$ cat src/rtl/mult_seq.sv
// ============================================================================
// mult_seq : 32x32 signed sequential multiplier with HI/LO registers
// Revision : 1.0
// ============================================================================
`timescale 1ns/1ps
`default_nettype none

module mult_seq (
    input  logic        clk,
    input  logic        reset,
    input  logic        mult_begin,
    input  logic [31:0] mult_op1,
    input  logic [31:0] mult_op2,
    input  logic        mthi,
    input  logic        mtlo,
    input  logic [31:0] hi_wdata,
    input  logic        flush,
    output logic        mult_busy,
    output logic        mult_end,
    output logic [31:0] hi,
    output logic [31:0] lo
);

    localparam int          WIDTH    = 32;
    localparam logic [5:0]  c_LAST   = 6'd31;

    typedef enum logic [1:0] {
        ST_IDLE = 2'd0,
        ST_CALC = 2'd1,
        ST_DONE = 2'd2
    } state_t;

    state_t              r_state;
    state_t              w_state_next;

    logic [WIDTH-1:0]    r_mcand;
    logic [WIDTH-1:0]    r_mplier;
    logic [2*WIDTH-1:0]  r_acc;
    logic [5:0]          r_count;
    logic                r_sign;

    logic [WIDTH:0]      w_sum;
    logic [2*WIDTH-1:0]  w_result;

    // Unsigned magnitude; 0x80000000 maps onto itself, which reads as 2^31.
    function automatic logic [WIDTH-1:0] f_abs(input logic [WIDTH-1:0] v);
        return v[WIDTH-1] ? (~v + 32'd1) : v;
    endfunction

    always_ff @(posedge clk) begin
        if (reset) begin
            r_state <= ST_IDLE;
        end else begin
            r_state <= w_state_next;
        end
    end

    // Outputs decode the registered state only; no input reaches them.
    always_comb begin
        w_state_next = r_state;
        mult_busy    = 1'b0;
        mult_end     = 1'b0;
        case (r_state)
            ST_IDLE: begin
                if (mult_begin) begin
                    w_state_next = ST_CALC;
                end
            end
            ST_CALC: begin
                mult_busy = 1'b1;
                if (r_count == c_LAST) begin
                    w_state_next = ST_DONE;
                end
            end
            ST_DONE: begin
                mult_busy    = 1'b1;
                mult_end     = 1'b1;
                w_state_next = ST_IDLE;
            end
            default: begin
                w_state_next = ST_IDLE;
            end
        endcase
        if (flush) begin
            w_state_next = ST_IDLE;
        end
    end

    assign w_sum    = {1'b0, r_acc[2*WIDTH-1:WIDTH]}
                    + (r_mplier[0] ? {1'b0, r_mcand} : 33'd0);
    assign w_result = r_sign ? (~r_acc + 64'd1) : r_acc;

    always_ff @(posedge clk) begin
        if (reset) begin
            r_mcand  <= '0;
            r_mplier <= '0;
            r_acc    <= '0;
            r_count  <= '0;
            r_sign   <= 1'b0;
            hi       <= '0;
            lo       <= '0;
        end else if (!flush) begin
            case (r_state)
                ST_IDLE: begin
                    if (mthi) begin
                        hi <= hi_wdata;
                    end
                    if (mtlo) begin
                        lo <= hi_wdata;
                    end
                    if (mult_begin) begin
                        r_mcand  <= f_abs(mult_op1);
                        r_mplier <= f_abs(mult_op2);
                        r_sign   <= mult_op1[WIDTH-1] ^ mult_op2[WIDTH-1];
                        r_acc    <= '0;
                        r_count  <= '0;
                    end
                end
                ST_CALC: begin
                    // Carry out of the upper-half add shifts in at bit 63.
                    r_acc    <= {w_sum, r_acc[WIDTH-1:1]};
                    r_mplier <= {1'b0, r_mplier[WIDTH-1:1]};
                    r_count  <= r_count + 6'd1;
                end
                ST_DONE: begin
                    {hi, lo} <= w_result;
                end
                default: begin
                end
            endcase
        end
    end

endmodule

`default_nettype wire

$ cat config.mk
export PLATFORM = sky130hd
export DESIGN_NAME = mult_seq
export DESIGN_NICKNAME = d
export VERILOG_FILES = /design/src/rtl/mult_seq.sv
export SDC_FILE = /design/constraint.sdc
export NUM_CORES = 1
export LEC_CHECK = 0
export ABC_AREA = 1
export BUFFER_PORTS_ARGS = -buffer_cell sky130_fd_sc_hd__buf_2
export CAP_MARGIN = 20
export CORE_UTILIZATION = 35
export CTS_CLUSTER_DIAMETER = 150
export DETAILED_ROUTE_END_ITERATION = 10
export SLEW_MARGIN = 20
export SYNTH_ARGS = -nofsm -noshare
export SYNTH_HDL_FRONTEND = slang
export SYNTH_SLANG_ARGS = --single-unit
$ cat constraint.sdc
create_clock -name clk -period 6.75 [get_ports clk]
set_input_delay 0 -clock clk [delete_from_list [all_inputs] [get_ports clk]]
set_output_delay 0 -clock clk [all_outputs]
set_load 0.1 [all_outputs]
==> reports/metrics.csv <==
metric;value;unit
GRT Util Overall;25.0;%
Bufs and invs on worst path;6;
pin count of the biggest net entering global routing;89;
setup TNS;0;ns
Synth area leader;dfxtp_1;
Initial Utilization;35.9;%
DR vias/cell;5.13;
vias in the first global route;15400;
Worst Hold Class;in2reg;
area growth from synthesis to layout;22.6;%
# rows;73;
antenna viol nets, final;0;
TritonCTS clock tree;done;
Post CTS Setup Buffer Count;0;
Final Wtd Congestion;0.965;
CP cell instances;inv_1 > ha_1 > inv_2 > nor3_4 > buf_4 > inv_2 > nor2_4 > nand3_1 > dlygate4sd3_1 > a31oi_1 > dlygate4sd3_1;
synthesized cell area;14400;um^2
setup violators final;0;
share of cells above drive strength 1;10.0;%
sequential area share after synthesis;27.9;%
outcome;completed;
Arr. time, crit path;4.21;ns
delay-heaviest family, CP;buffers and inverters;
MaxCap Viol Count;0;
Syn Area/Cell;5.79;um^2
Crit Path Max Fanout;61;
Clock transition at path regs;0.06;ns
#FFs+latches synth;201;
worst setup margin;3.03;ns
count of final hold-check violations;0;
clock skew;0.0173;ns
core box area;40200;um^2
Final nets;2858;
DP HPWL;39900;um
# diodes;0;
WL/cell;16.4;um
Final Slew Violations;0;
Warnings, synthesis;0;
Cell Pwr Density;200;nW/um^2
initial DRC count;1581;
clk_lat worst skew;0.55;ns
maximum VDD drop;0.000150;V
GRT overflow;0;
Leakage;8.92;nW
Max Root-Sink Buffers;3;
drt total wl;53300;um
H-tree Lvls;1;
TritonRoute pass-1 iters;6;
Die Y;205;um
final period utilization;55.2;%
number of CTS-inserted buffers;25;
count leader, synth;nand2_1;
crit end category;flip-flop;
I/O pin cnt;168;
top-area cell type share of the netlist area;27.9;%
crit-path max cell delay;0.60;ns
cells after synthesis;2492;
Die W;205;um
Worst Path Required;7.24;ns
first-pass GRT wire length;83500;um
Peak Freq;0.269;GHz
DR DRC count;0;
RSZ-0062 raised after global routing;false;
Slew Limit Headroom;30.4;%
synth top area cells;dfxtp_1 (28%), nand2_1 (19%), a21oi_1 (8.6%);
Tightest Pin Transition;1.04;ns
Sink Count;201;
Top FF cell, synth;dfxtp_1;
Worst setup SP type;flip-flop;
initial antenna violation count;0;
asr flop ratio synth;0;%
Buffers on Ports;167;
kind of critical path;reg2reg;
post-layout minimum cycle time;3.72;ns
Post-synth EDFFs;0;
total number of vias;16700;
dpl ws;3.09;ns
Critical Path Slowest Stage Cell;dlygate4sd3_1;
Post-Syn Nets;2634;
synth unique cells;44;
die footprint;42000;um^2
synth cell count leaders;nand2_1 (718), inv_1 (332), nor2_1 (284);
fin util;44.0;%
CTS root buf;clkbuf_16;
[metal layers]
metal  part of all wire [%]  global-route usage (%)
met5                      0                       0
met4                    3.0                    7.57
met3                    5.4                    2.70
met2                     46                    41.5
met1                     46                    33.9
[power by group]
group          switching (mW)  internal (mW)  total, mW
combinational           0.583          0.188      0.771
clock                   0.554          0.914       1.47
sequential             0.0366           1.25       1.29
total                    1.17           2.36       3.53
[registers in the layout (all words and copies together), names as in the netlist]
| signal | flops |
|---|---|
| hi | 32 |
| lo | 32 |
| r_mcand | 32 |
| r_state | 2 |
| r_count | 6 |
| r_acc | 64 |
| r_mplier | 32 |
| r_sign | 1 |
[path summary, 6_finish.rpt]
kind	end	depth (start not counted)	start	slack, ns
max reg2reg	r_mplier[6]	11	r_state[0]	3.03
min	r_mcand[22]	3	mult_op1[31]	0.03
min reg2reg	r_mplier[31]	2	r_mplier[31]	0.47
max	r_mplier[6]	11	r_state[0]	3.03
[cell families after synthesis]
| kind of cell | after synthesis | synth area share, % |
|---|---|---|
| flops | 201 | 27.9 |
| compound gates | 466 | 17.1 |
| fa+ha+maj | 40 | 3.52 |
| buf+inv | 435 | 11.6 |
| xor+xnor | 19 | 1.15 |
| simple gates | 1331 | 38.7 |
[stage by stage]
step	power, mW	cell area (um^2)	std cells	hold slack (ns)
after global routing	3.66	17700	3258	0.0548
after floorplan	1.85	14400	2492	0.151
final	3.53	17700	3258	0.0318
after detailed placement	2.02	15600	3098	0.308
after global placement	2.02	15600	3098	0.300
after CTS	3.55	17700	3258	0.00364
[cell type report]
class	count	area, um^2
clock buffer	31	688
clock inverter	13	208
fill	4360	22500
multi-input combinational	1856	8750
tap	525	657
inverter	338	1270
sequential	201	4030
timing repair buffer	294	2080
[cells in the final DEF, fill, tap and decap left out, drive strengths merged, types with 27 or more instances in the layout]
cell	count
nand2	721
inv	338
nor2	292
a21oi	249
nand3	229
dfxtp	201
buf	178
o21ai	155
dlygate4sd3	116
ha	39
clkbuf	31
or2	27
[tightest hold or removal path, delay by kind of cell]
family | cells | cell delay [ns]
compound gates | 1 | 0.07
simple gates | 1 | 0.16
buf+inv | 1 | 0.28
[repair_timing]
action | CTS | global route
resized for setup | 0 | 0
endpoints found under the setup margin | 0 | 0
hold buffers | 116 | 0
hold endpoints to repair | 146 | 0
(Power assumes the default switching activity.)
